$ cat src/rtl/key_scan_ctrl.sv
// key_scan_ctrl: sample strobe, 4-sample key debounce and time-edit FSM.
// Define KEY_REPEAT_EN to enable auto-repeat of the up/down keys.
module key_scan_ctrl #(
    parameter int TICK_DIV     = 50000,
    parameter int TIMEOUT      = 1000,
    parameter int REPEAT_DELAY = 50,
    parameter int REPEAT_RATE  = 10
) (
    input  logic       clock,
    input  logic       reset,
    input  logic       key_mode,
    input  logic       key_up,
    input  logic       key_down,
    output logic       time_flag,
    output logic [1:0] edit_mode,
    output logic       mode_pulse,
    output logic       inc_pulse,
    output logic       dec_pulse
);
    localparam int TW = $clog2(TICK_DIV + 1);
    localparam int IW = $clog2(TIMEOUT + 1);

    typedef enum logic [1:0] {
        RUN      = 2'd0,
        SET_HOUR = 2'd1,
        SET_MIN  = 2'd2,
        SET_SEC  = 2'd3
    } state_t;

    if (TICK_DIV < 2 || TIMEOUT < 1 || REPEAT_DELAY < 1 || REPEAT_RATE < 1)
    begin : g_bad_param
        $error("key_scan_ctrl: illegal parameter value");
    end

    logic [TW-1:0] tick_cnt;
    logic [3:0]    hist_m, hist_u, hist_d;
    logic [3:0]    nh_m, nh_u, nh_d;
    logic [2:0]    vld_m, vld_u, vld_d;
    logic          prs_m, prs_u, prs_d;
    logic          acc_m, acc_u, acc_d;
    state_t        state, state_nxt;
    logic [IW-1:0] idle_cnt, idle_nxt;
    logic          mode_nxt, inc_nxt, dec_nxt;
    logic          rpt_fire, rpt_u, rpt_d;

    assign time_flag = (tick_cnt == TW'(TICK_DIV - 1));
    assign edit_mode = state;

    assign nh_m = {hist_m[2:0], key_mode};
    assign nh_u = {hist_u[2:0], key_up};
    assign nh_d = {hist_d[2:0], key_down};

    // vld tracks which history bits hold real samples rather than reset fill
    assign prs_m = time_flag && vld_m[2] && (nh_m == 4'b1100);
    assign prs_u = time_flag && vld_u[2] && (nh_u == 4'b1100);
    assign prs_d = time_flag && vld_d[2] && (nh_d == 4'b1100);

    assign acc_m = prs_m;
    assign acc_u = prs_u && !prs_m && !prs_d;
    assign acc_d = prs_d && !prs_m && !prs_u;

    always_ff @(posedge clock) begin
        if (!reset) begin
            tick_cnt   <= '0;
            hist_m     <= 4'b1111;
            hist_u     <= 4'b1111;
            hist_d     <= 4'b1111;
            vld_m      <= '0;
            vld_u      <= '0;
            vld_d      <= '0;
            state      <= RUN;
            idle_cnt   <= '0;
            mode_pulse <= 1'b0;
            inc_pulse  <= 1'b0;
            dec_pulse  <= 1'b0;
        end else begin
            tick_cnt <= time_flag ? '0 : tick_cnt + 1'b1;
            if (time_flag) begin
                hist_m <= nh_m;
                hist_u <= nh_u;
                hist_d <= nh_d;
                vld_m  <= {vld_m[1:0], 1'b1};
                vld_u  <= {vld_u[1:0], 1'b1};
                vld_d  <= {vld_d[1:0], 1'b1};
            end
            state      <= state_nxt;
            idle_cnt   <= idle_nxt;
            mode_pulse <= mode_nxt;
            inc_pulse  <= inc_nxt;
            dec_pulse  <= dec_nxt;
        end
    end

    always_comb begin
        state_nxt = state;
        idle_nxt  = idle_cnt;
        mode_nxt  = 1'b0;
        inc_nxt   = 1'b0;
        dec_nxt   = 1'b0;
        if (time_flag) begin
            if (acc_m) begin
                mode_nxt = 1'b1;
                idle_nxt = '0;
                unique case (state)
                    RUN:      state_nxt = SET_HOUR;
                    SET_HOUR: state_nxt = SET_MIN;
                    SET_MIN:  state_nxt = SET_SEC;
                    SET_SEC:  state_nxt = RUN;
                endcase
            end else if (state != RUN) begin
                inc_nxt = acc_u || rpt_u;
                dec_nxt = acc_d || rpt_d;
                if (acc_u || acc_d || rpt_fire) begin
                    idle_nxt = '0;
                end else if (idle_cnt == IW'(TIMEOUT - 1)) begin
                    state_nxt = RUN;
                    idle_nxt  = '0;
                end else begin
                    idle_nxt = idle_cnt + 1'b1;
                end
            end
        end
    end

`ifdef KEY_REPEAT_EN
    localparam int RMAX = (REPEAT_DELAY > REPEAT_RATE) ? REPEAT_DELAY
                                                        : REPEAT_RATE;
    localparam int RW   = $clog2(RMAX + 1);

    logic [RW-1:0] rpt_cnt, rpt_cnt_nxt, cnt_inc, lim;
    logic          rpt_arm, rpt_arm_nxt;
    logic          rpt_dir, rpt_dir_nxt;
    logic          rpt_run, rpt_run_nxt;
    logic          held, all0, rpt_ok;

    // rpt_dir: 0 = up key armed, 1 = down key armed
    always_comb begin
        held     = rpt_dir ? (!key_down && key_up) : (!key_up && key_down);
        all0     = rpt_dir ? (nh_d == 4'b0000) : (nh_u == 4'b0000);
        cnt_inc  = rpt_cnt + 1'b1;
        lim      = rpt_run ? RW'(REPEAT_RATE) : RW'(REPEAT_DELAY);
        rpt_ok   = time_flag && (state != RUN) && !acc_m && !acc_u &&
                   !acc_d && rpt_arm && held;
        rpt_fire = rpt_ok && all0 && (cnt_inc >= lim);
    end

    assign rpt_u = rpt_fire && !rpt_dir;
    assign rpt_d = rpt_fire && rpt_dir;

    always_comb begin
        rpt_cnt_nxt = rpt_cnt;
        rpt_arm_nxt = rpt_arm;
        rpt_dir_nxt = rpt_dir;
        rpt_run_nxt = rpt_run;
        if (time_flag) begin
            if (acc_m || state == RUN || state_nxt != state) begin
                rpt_cnt_nxt = '0;
                rpt_arm_nxt = 1'b0;
                rpt_run_nxt = 1'b0;
            end else if (acc_u || acc_d) begin
                rpt_cnt_nxt = '0;
                rpt_arm_nxt = 1'b1;
                rpt_dir_nxt = acc_d;
                rpt_run_nxt = 1'b0;
            end else if (rpt_fire) begin
                rpt_cnt_nxt = '0;
                rpt_run_nxt = 1'b1;
            end else if (rpt_ok) begin
                if (cnt_inc < lim) begin
                    rpt_cnt_nxt = cnt_inc;
                end
            end else begin
                rpt_cnt_nxt = '0;
                rpt_arm_nxt = 1'b0;
                rpt_run_nxt = 1'b0;
            end
        end
    end

    always_ff @(posedge clock) begin
        if (!reset) begin
            rpt_cnt <= '0;
            rpt_arm <= 1'b0;
            rpt_dir <= 1'b0;
            rpt_run <= 1'b0;
        end else begin
            rpt_cnt <= rpt_cnt_nxt;
            rpt_arm <= rpt_arm_nxt;
            rpt_dir <= rpt_dir_nxt;
            rpt_run <= rpt_run_nxt;
        end
    end
`else
    assign rpt_fire = 1'b0;
    assign rpt_u    = 1'b0;
    assign rpt_d    = 1'b0;
`endif

endmodule
$ cat config.mk
export PLATFORM = sky130hd
export DESIGN_NAME = key_scan_ctrl
export DESIGN_NICKNAME = d
export VERILOG_FILES = /design/src/rtl/key_scan_ctrl.sv
export SDC_FILE = /design/constraint.sdc
export NUM_CORES = 1
export LEC_CHECK = 0
export BUFFER_PORTS_ARGS = -buffer_cell sky130_fd_sc_hd__buf_4
export CORE_MARGIN = 2
export CORE_UTILIZATION = 32
export CTS_CLUSTER_DIAMETER = 120
export DETAILED_ROUTE_END_ITERATION = 6
export PLACE_DENSITY = 0.47
export SETUP_SLACK_MARGIN = 0.3
export SYNTH_ARGS = -nofsm -noshare
export SYNTH_HDL_FRONTEND = slang
export SYNTH_SLANG_ARGS = --single-unit
$ cat constraint.sdc
create_clock -name clock -period 5.3 [get_ports clock]
set_input_delay 0 -clock clock [delete_from_list [all_inputs] [get_ports clock]]
set_output_delay 0 -clock clock [all_outputs]
set_load 0.01 [all_outputs]
==> implementation parameters, run 1 <==
Parameter                              Value

Pwr
  Pint    418.9 µW
  Switching Fraction    20.64%
  Power, Total    527.8 µW
  Seq pwr share    61.8%
  Clock share of power    35.5%
  Highest ir drop seen on vdd    0.1566 mV
  Leak pwr    0.8210 nW
  Switching power    108.9 µW
  Power per Cell Area    245.4 nW/µm²
  Logic pwr share    2.7%

Route
  Count of TritonRoute iterations in the first routing pass    4
  Drt via density    4.853
  Post-DRT Antenna Nets    0
  Remaining design rule violation count    0
  Number of DRC violations after detailed-routing iteration 0    88
  Via count    1,490
  Average wire per standard cell    11.90 µm
  DRT Wirelength    3654 µm

Run
  Total of max-cap violations    0

Outcome
  Result of the run    completed

Critical path
  Setup slack of the worst register-to-register path    2660 ps
  Critical path arrival    2810 ps
  Endpoint of the worst register-to-register path    idle_cnt[5]
  CP Launch Type    flip-flop
  Crit path required time    5470 ps
  Critical path class    reg -> reg
  Max Fanout on Critical Path    24
  Worst r2r src    tick_cnt[0]
  Depth of the worst register-to-register path    7
  Crit end category    flip-flop

Finish
  Share of cells above drive strength 1    10.34%
  Post-route insts no fill    307
  NumNets Final    242
  Area overhead of the layout relative to synthesis    13.09%
  Total inserted antenna cells    0
  Final cell utilization of the core    36.98%
  Filler instances    611

Synth
  Area of the mapped netlist    1902 µm²
  Cell types occupying the most area after synthesis    sky130_fd_sc_hd__dfxtp_1 45%, sky130_fd_sc_hd__nand2_1 6.9%, sky130_fd_sc_hd__xor2_1 6.4%
  Post-Syn Area per Cell    8.684 µm²
  Synthesis warning total    0
  Flip-flop and latch count after synthesis    43
  Post-Syn Instances    219
  Post-synthesis share of cell area spent on and, or, nand and nor gates    35.53%
  Post-synth top area share    45.26%
  Multiplexer share of the synthesized area    0%
  Post-synthesis share of cell area spent on full adders, half adders and majority gates    2.632%
  Largest area contributor in the netlist    sky130_fd_sc_hd__dfxtp_1
  Seq/Total Area, Yosys    45.26%
  Mapped Nets    228
  Fraction of the mapped netlist area in compound gates    4.737%
  Xor/xnor cell area share of the yosys netlist    9.671%
  Unique cell type count in the Yosys netlist    32
  Dominant combinational cell family by area after synthesis    simple AND/OR/NAND/NOR gates

Min path
  Destination of the worst hold path    hist_m[2]
  Hold Path Stages    2
  Worst min-delay path class    in -> reg
  Worst min-delay path startpoint    reset

Timing
  Final setup fails    0
  Setup repair after global routing missed its margin    no
  Final Hold Vio Count    0
  Setup tns final    0 ps
  Timing-limited maximum frequency    378.8 MHz
  Min cycle time layout    2640 ps
  Ratio of final minimum period to clock period    49.81%
  Worst setup slack after layout    2660 ps
  Worst slew margin relative to its limit    55.49%
  Total count of max-transition violations in the final report    0
  Skew final    4.594 ps
  Slew at the pin closest to its max-slew limit    662.6 ps

Floorplan
  Die width    81.09 µm
  I/O pins    11
  Die area    6576 µm²
  Die H    81.09 µm
  Starting Density    32.70%
  Core Footprint    5816 µm²
  Row cnt    28

GRT
  Via count of the first global-routing pass    1,408
  Antenna violations before repair    0
  Maximum number of pins on one net before global-route repair    25
  Aggregate global routing overflow    0
  Wire length of the first global-routing pass    6403 µm
  GRT Overall Usage    12.48%

Clocking
  Clock latency on the worst-skew pair    280 ps
  Sinks on the clock net    43
  Count of hold buffers inserted by post-cts repair    3
  Clk root buf    sky130_fd_sc_hd__clkbuf_8
  Maximum count of clock buffers along a single path    2
  Setup Buffers After CTS    0
  Clock buffer count from CTS    5
  Count of cells resized by post-cts repair    0
  H-tree level count    2
  Clock Pin Slew Worst Setup and Hold Paths    70 ps
  TritonCTS clock tree    built

Placement
  Number of input and output port buffers inserted    10
  Inst Count DP    298
  Half-perimeter wire length of the detailed placement result    2505 µm
  Post-Place Worst Slack    2570 ps
  Routability congestion estimate from global placement    0.7862
==> placed cells by master, fill, tap and decap left out, drive strengths merged, types with 2 or more instances in the layout <==
cell type / n
inv: 3
xnor2: 7
nand2: 35
nor3b: 2
nor2: 29
nand3: 21
and3: 3
clkbuf: 6
nor3: 7
clkinv: 2
xor2: 14
ha: 4
and4: 4
a21oi: 6
dlygate4sd3: 3
and4bb: 5
and2: 2
nand4b: 3
o21ai: 2
nand4: 10
dfxtp: 43
buf: 10
==> power by group through the flow <==
stage                     Sequential, mW  Clock [mW]  Combinational, mW
after floorplan                    0.333           0            0.00796
after global placement             0.333           0             0.0129
after detailed placement           0.334           0             0.0128
after CTS                          0.326       0.198             0.0146
after global routing               0.326       0.210             0.0166
final                              0.326       0.187             0.0144
==> sequential cells by signal, summed over array words and instances (netlist names) <==
register / flops
dec_pulse: 1
edit_mode: 2
hist_d: 3
hist_m: 3
hist_u: 3
idle_cnt: 10
inc_pulse: 1
mode_pulse: 1
tick_cnt: 16
vld_m: 3
==> per-stage QoR <==
step,hold slack [ps],area (µm²)
2_1_floorplan,124.0,1902
3_3_place_gp,226.3,2048
3_5_place_dp,229.1,2048
4_1_cts,10.39,2151
5_1_grt,15.27,2151
6_report,27.18,2151
==> cell usage after synthesis, drive strengths merged <==
cell,n
nand4bb,1
o211ai,1
nor4b,1
nand4b,3
a21boi,1
a311oi,1
ha,4
xor2,14
nor3,7
nand3,21
and3,3
xnor2,7
nor3b,2
or3,1
o21ai,2
and4bb,5
or4,1
a21oi,6
nand4,10
clkinv,2
a22oi,1
clkbuf,6
and4,4
and2,2
nand2,35
nor2,29
or4b,1
a211o,1
nor2b,1
inv,3
dfxtp,43
==> cell families (layout without fill, tap and decap cells) <==
group,Yosys count,after routing
buffers and inverters,11,24
AO/OA/AOI/OAI,13,13
flip-flops,43,43
AND/OR/NAND/NOR,127,127
XOR/XNOR,21,21
adder cells (fa/ha/maj),4,4
==> final cells by class <==
class / instances / area, µm² / area share [%]
multi-input cells: 165 / 999.7 / 46.48
clock buffers: 6 / 72.57 / 3.374
repair buffers: 13 / 105.1 / 4.887
well taps: 75 / 93.84 / 4.363
inverters: 5 / 18.77 / 0.8726
flip-flops and latches: 43 / 860.8 / 40.02
==> per-layer routing <==
layer  vias up  track usage [%]  share of wire [%]
li1        789                -                  -
met2        11            19.34                 43
met5         -                0                  0
met4         0            4.068                1.3
met3         4            3.000                2.1
met1       686            17.05                 54
==> worst max-delay path by stage <==
stage                start           to  slack [ps]  depth (start not counted)
3_3_place_gp   tick_cnt[0]  idle_cnt[8]        2670                          7
2_1_floorplan  tick_cnt[0]  idle_cnt[5]        3570                          6
4_1_cts        tick_cnt[0]  idle_cnt[5]        2570                          7
6_report       tick_cnt[0]  idle_cnt[5]        2660                          7
3_5_place_dp   tick_cnt[0]  idle_cnt[7]        2570                          7
5_1_grt        tick_cnt[0]  idle_cnt[5]        2350                          7
==> worst max-delay path: stages, from the launching register on <==
cell and delay (ps):
sky130_fd_sc_hd__dfxtp_1 350, sky130_fd_sc_hd__ha_1 180, sky130_fd_sc_hd__and3_1 240, sky130_fd_sc_hd__nand4_2 520, sky130_fd_sc_hd__clkinv_1 540, sky130_fd_sc_hd__nand2_1 230
sky130_fd_sc_hd__a22oi_2 360, sky130_fd_sc_hd__nor2_1 90
Power figures use the tool's default switching activity.
==> inputs of run 2 (changes only) <==
PLACE_DENSITY = 0.49   (was 0.47)
clock period = 2.4 ns   (was 5.3 ns; I/O delays follow)
==> implementation parameters, run 2 (synthesis gave the netlist of run 1 again) <==
Parameter                              Value

Pwr
  Highest ir drop seen on vdd    0.2696 mV
  Power per Cell Area    551.5 nW/µm²
  Leak pwr    0.8506 nW

Critical path
  Max Fanout on Critical Path    7
  CP Launch Type    flip-flop
  Critical path arrival    2070 ps
  Critical path class    reg -> reg
  Setup slack of the worst register-to-register path    510 ps
  Crit end category    flip-flop
  Crit path required time    2580 ps

Route
  Count of TritonRoute iterations in the first routing pass    4
  Remaining design rule violation count    0
  Number of DRC violations after detailed-routing iteration 0    70
  Via count    1,524
  Average wire per standard cell    11.69 µm
  Drt via density    4.885
  Post-DRT Antenna Nets    0
  DRT Wirelength    3646 µm

Timing
  Ratio of final minimum period to clock period    78.91%
  Setup tns final    0 ps
  Final setup fails    0
  Skew final    3.798 ps
  Worst slew margin relative to its limit    57.36%
  Setup repair after global routing missed its margin    no
  Total count of max-transition violations in the final report    0
  Min cycle time layout    1894 ps
  Slew at the pin closest to its max-slew limit    634.7 ps
  Final Hold Vio Count    0
  Timing-limited maximum frequency    528.0 MHz

Floorplan
  Die H    81.09 µm
  Starting Density    32.70%
  Core Footprint    5816 µm²
  Die area    6576 µm²
  Die width    81.09 µm
  Row cnt    28
  I/O pins    11

Finish
  Commonest non-fill, non-tap cell in the layout    sky130_fd_sc_hd__dfxtp_1
  Largest Register    tick_cnt
  Final cell utilization of the core    37.74%
  Most used cells in the layout excluding fill and tap cells    43 x sky130_fd_sc_hd__dfxtp_1, 35 x sky130_fd_sc_hd__nand2_1, 29 x sky130_fd_sc_hd__nor2_1
  Filler instances    611
  Share of cells above drive strength 1    12.66%
  NumNets Final    245
  Post-route insts no fill    312
  Total inserted antenna cells    0
  Largest register FFs    16
  Largest registers    tick_cnt: 16 flops, idle_cnt: 10 flops
  Area overhead of the layout relative to synthesis    15.39%

Placement
  Routability congestion estimate from global placement    0.7374
  Number of input and output port buffers inserted    10
  Half-perimeter wire length of the detailed placement result    2567 µm
  Inst Count DP    301

Clocking
  Clock Pin Slew Worst Setup and Hold Paths    80 ps
  Maximum count of clock buffers along a single path    2
  Clk root buf    sky130_fd_sc_hd__clkbuf_8
  Clock buffer count from CTS    5
  Clock latency on the worst-skew pair    300 ps
  TritonCTS clock tree    built
  Sinks on the clock net    43
  Setup Buffers After CTS    0
  H-tree level count    2

Outcome
  Result of the run    completed

GRT
  Wire length of the first global-routing pass    6624 µm
  Maximum number of pins on one net before global-route repair    22
  GRT Overall Usage    12.83%
  Antenna violations before repair    0
  Aggregate global routing overflow    0
  Via count of the first global-routing pass    1,438

Min path
  Worst min-delay path class    in -> reg

Run
  Total of max-cap violations    0
run 2: changes by cell type in the layout (fill, tap and decap cells not counted):
cell / change
sky130_fd_sc_hd__nand4_4: +1
sky130_fd_sc_hd__clkinv_2: +1
sky130_fd_sc_hd__clkinvlp_4: +1
sky130_fd_sc_hd__inv_2: +1
sky130_fd_sc_hd__buf_4: +3
sky130_fd_sc_hd__clkinv_1: -1
sky130_fd_sc_hd__nand4_2: -1
run 2: worst paths after layout:
path / start / to / cells past startpoint
setup / recovery: tick_cnt[0] / idle_cnt[5] / 6
hold / removal: reset / hist_u[0] / 2
setup reg to reg: tick_cnt[0] / idle_cnt[5] / 6
hold reg to reg: vld_m[1] / vld_m[2] / 2
run 2: through the flow:
step                      total power, mW  instance area (µm²)  hold slack [ps]  setup slack (ps)
after floorplan                    0.7536                 1902            124.0             674.8
after global placement             0.7653                 2071            221.3             526.1
after detailed placement           0.7653                 2071            229.5             481.5
after CTS                           1.229                 2186            9.399             439.3
after global routing                1.269                 2195            15.48             314.7
final                               1.210                 2195            7.844             506.2
run 2: critical path, cell delays in order (launching register included):
cell                      delay (ps)
sky130_fd_sc_hd__dfxtp_1         370
sky130_fd_sc_hd__ha_1            190
sky130_fd_sc_hd__and3_1          280
sky130_fd_sc_hd__nand4_4         180
sky130_fd_sc_hd__or4_1           570
sky130_fd_sc_hd__xor2_1          140
sky130_fd_sc_hd__nor2_1           50
run 2: cell type report:
| cell class | instances | area, µm² | share of cell area (%) |
|---|---|---|---|
| Multi-Input combinational cell | 165 | 1008 | 45.95 |
| Tap cell | 75 | 93.84 | 4.276 |
| Clock inverter | 2 | 12.51 | 0.5701 |
| Sequential cell | 43 | 860.8 | 39.22 |
| Inverter | 5 | 18.77 | 0.8552 |
| Clock buffer | 6 | 72.57 | 3.307 |
| Timing Repair Buffer | 16 | 127.6 | 5.815 |
run 2: where the power goes:
part           switching, mW  leakage, nW  internal (mW)
Clock                  0.255       0.0412          0.204
Sequential           0.00305        0.347          0.717
Combinational         0.0178        0.462         0.0137
Total                  0.276        0.851          0.934
run 2: routing by layer:
layer	wire length, µm	GRT usage [%]	up-vias
met3	138	4.333	5
met1	1922	17.33	704
met2	1542	19.50	23
li1	-	-	792
met5	0	0	-
met4	42	3.559	0
run 2: timing repair:
| action | 4_1_cts | 5_1_grt |
|---|---|---|
| endpoints found under the hold margin | 3 | 0 |
| gates resized for setup | 0 | 2 |
| endpoints found under the setup margin | 0 | 6 |
| hold buffers | 3 | 0 |
==> inputs of run 3 (changes only) <==
PLACE_DENSITY = 0.47   (was 0.49)
clock period = 1.8 ns   (was 2.4 ns; I/O delays follow)
==> implementation parameters, run 3 (synthesis gave the netlist of run 1 again) <==
Parameter                              Value

GRT
  Via count of the first global-routing pass    1,584
  Wire length of the first global-routing pass    7396 µm
  GRT Overall Usage    14.27%
  Aggregate global routing overflow    0
  Antenna violations before repair    0
  Maximum number of pins on one net before global-route repair    22

Placement
  Routability congestion estimate from global placement    0.7980
  Area of placed instances    2237 µm²
  Number of input and output port buffers inserted    10
  Half-perimeter wire length of the detailed placement result    2857 µm
  Inst Count DP    317

Finish
  Share of cells above drive strength 1    27.13%
  Post-route insts no fill    333
  Largest Register    tick_cnt
  Filler instances    606
  Total inserted antenna cells    0
  Largest registers    tick_cnt: 16 flops, idle_cnt: 10 flops
  Final std cell area, no fill    2496 µm²
  Most used cells in the layout excluding fill and tap cells    35 x sky130_fd_sc_hd__nand2_1, 35 x sky130_fd_sc_hd__dfxtp_1, 30 x sky130_fd_sc_hd__buf_4
  Largest register FFs    16
  NumNets Final    266
  Area overhead of the layout relative to synthesis    31.25%

Route
  Average wire per standard cell    12.73 µm
  Drt via density    4.937
  Post-DRT Antenna Nets    0
  Remaining design rule violation count    0
  Via count    1,644
  DRT Wirelength    4239 µm
  Count of TritonRoute iterations in the first routing pass    4
  Number of DRC violations after detailed-routing iteration 0    69

Timing
  Setup tns final    0 ps
  Ratio of final minimum period to clock period    95.16%
  Total count of max-transition violations in the final report    0
  Worst slew margin relative to its limit    79.34%
  Worst Hold Slack    17.71 ps
  Slew at the pin closest to its max-slew limit    309.3 ps
  Final Hold Vio Count    0
  Setup repair after global routing missed its margin    yes
  Final setup fails    0
  Skew final    7.352 ps
  Timing-limited maximum frequency    583.8 MHz
  Min cycle time layout    1713 ps

Critical path
  Crit end category    flip-flop
  Crit path required time    1990 ps
  Cells traversed along the worst timing path    nor4b_4 -> nand4_4 -> or4b_4 -> xor2_1 -> nor2_1
  Setup slack of the worst register-to-register path    90 ps
  CP Launch Type    flip-flop
  Cell with the biggest individual delay on the critical path    sky130_fd_sc_hd__or4b_4
  Max Fanout on Critical Path    6
  Critical path arrival    1900 ps
  Delay of the slowest cell on the worst path    550 ps
  Critical path class    reg -> reg

Pwr
  Highest ir drop seen on vdd    0.3573 mV
  Leak pwr    0.9888 nW
  Power, Total    1.899 mW
  Power per Cell Area    760.7 nW/µm²

Clocking
  Clock buffer count from CTS    5
  TritonCTS clock tree    built
  Maximum count of clock buffers along a single path    2
  Clk root buf    sky130_fd_sc_hd__clkbuf_8
  Sinks on the clock net    43
  H-tree level count    2
  Clock Pin Slew Worst Setup and Hold Paths    90 ps
  Clock latency on the worst-skew pair    290 ps

Floorplan
  Row cnt    28
  Die width    81.09 µm
  Die area    6576 µm²
  Starting Density    32.70%
  Die H    81.09 µm
  Core Footprint    5816 µm²
  I/O pins    11

Run
  Total of max-cap violations    0

Outcome
  Result of the run    completed

Min path
  Worst min-delay path class    in -> reg
-- run 3: cell types whose count changed in the layout (fill, tap and decap cells not counted), sizes merged --
cell	delta
buf	+21
bufinv	+2
clkbuf	-1
inv	-1
-- run 3: area by class of cell --
type	instances	area, µm²	share of cell area (%)
sequential	43	873.3	34.99
multi-input combinational	165	1070	42.86
clock inverter	3	67.56	2.707
tap	75	93.84	3.759
clock buffer	5	68.82	2.757
inverter	5	18.77	0.7519
timing repair buffer	37	304.0	12.18
-- run 3: layer usage --
layer	GRT usage (%)	vias to the layer above	wire, µm
met1	18.81	784	2025
met5	0	-	0
met2	23.64	19	2072
met3	3.222	4	114
met4	3.559	0	26
li1	-	837	-
-- run 3: power breakdown --
group	internal (mW)	switching (mW)
logic	0.0232	0.0252
clock network	0.553	0.336
registers	0.955	0.00590
-- run 3: worst paths after layout --
| path | start | end | depth (start not counted) |
|---|---|---|---|
| min | reset | hist_m[2] | 2 |
| min reg2reg | tick_cnt[0] | tick_cnt[0] | 1 |
| max reg2reg | tick_cnt[10] | idle_cnt[7] | 5 |
| max | tick_cnt[10] | idle_cnt[7] | 5 |
-- run 3: critical path, delay by kind of cell (launching register included) --
| family | cells | cell delay, ps |
|---|---|---|
| simple gates | 4 | 1130 |
| flops | 1 | 360 |
| xor+xnor | 1 | 140 |
-- run 3: timing repair --
item / CTS / global route
pin swaps: 7 / 4
endpoints found under the hold margin: 3 / 0
gates resized for setup: 9 / 8
hold buffers: 3 / 0
setup endpoints to repair: 31 / 41
buffers inserted: 3 / 2
-- run 3: per-stage QoR --
step | worst slack, ps | util, %
finish | 87.10 | 42.92
global route | 3.524 | 42.92
CTS | 95.73 | 42.23
detailed placement | 25.59 | 38.47
global placement | 111.4 | 38.47
floorplan | 178.9 | -
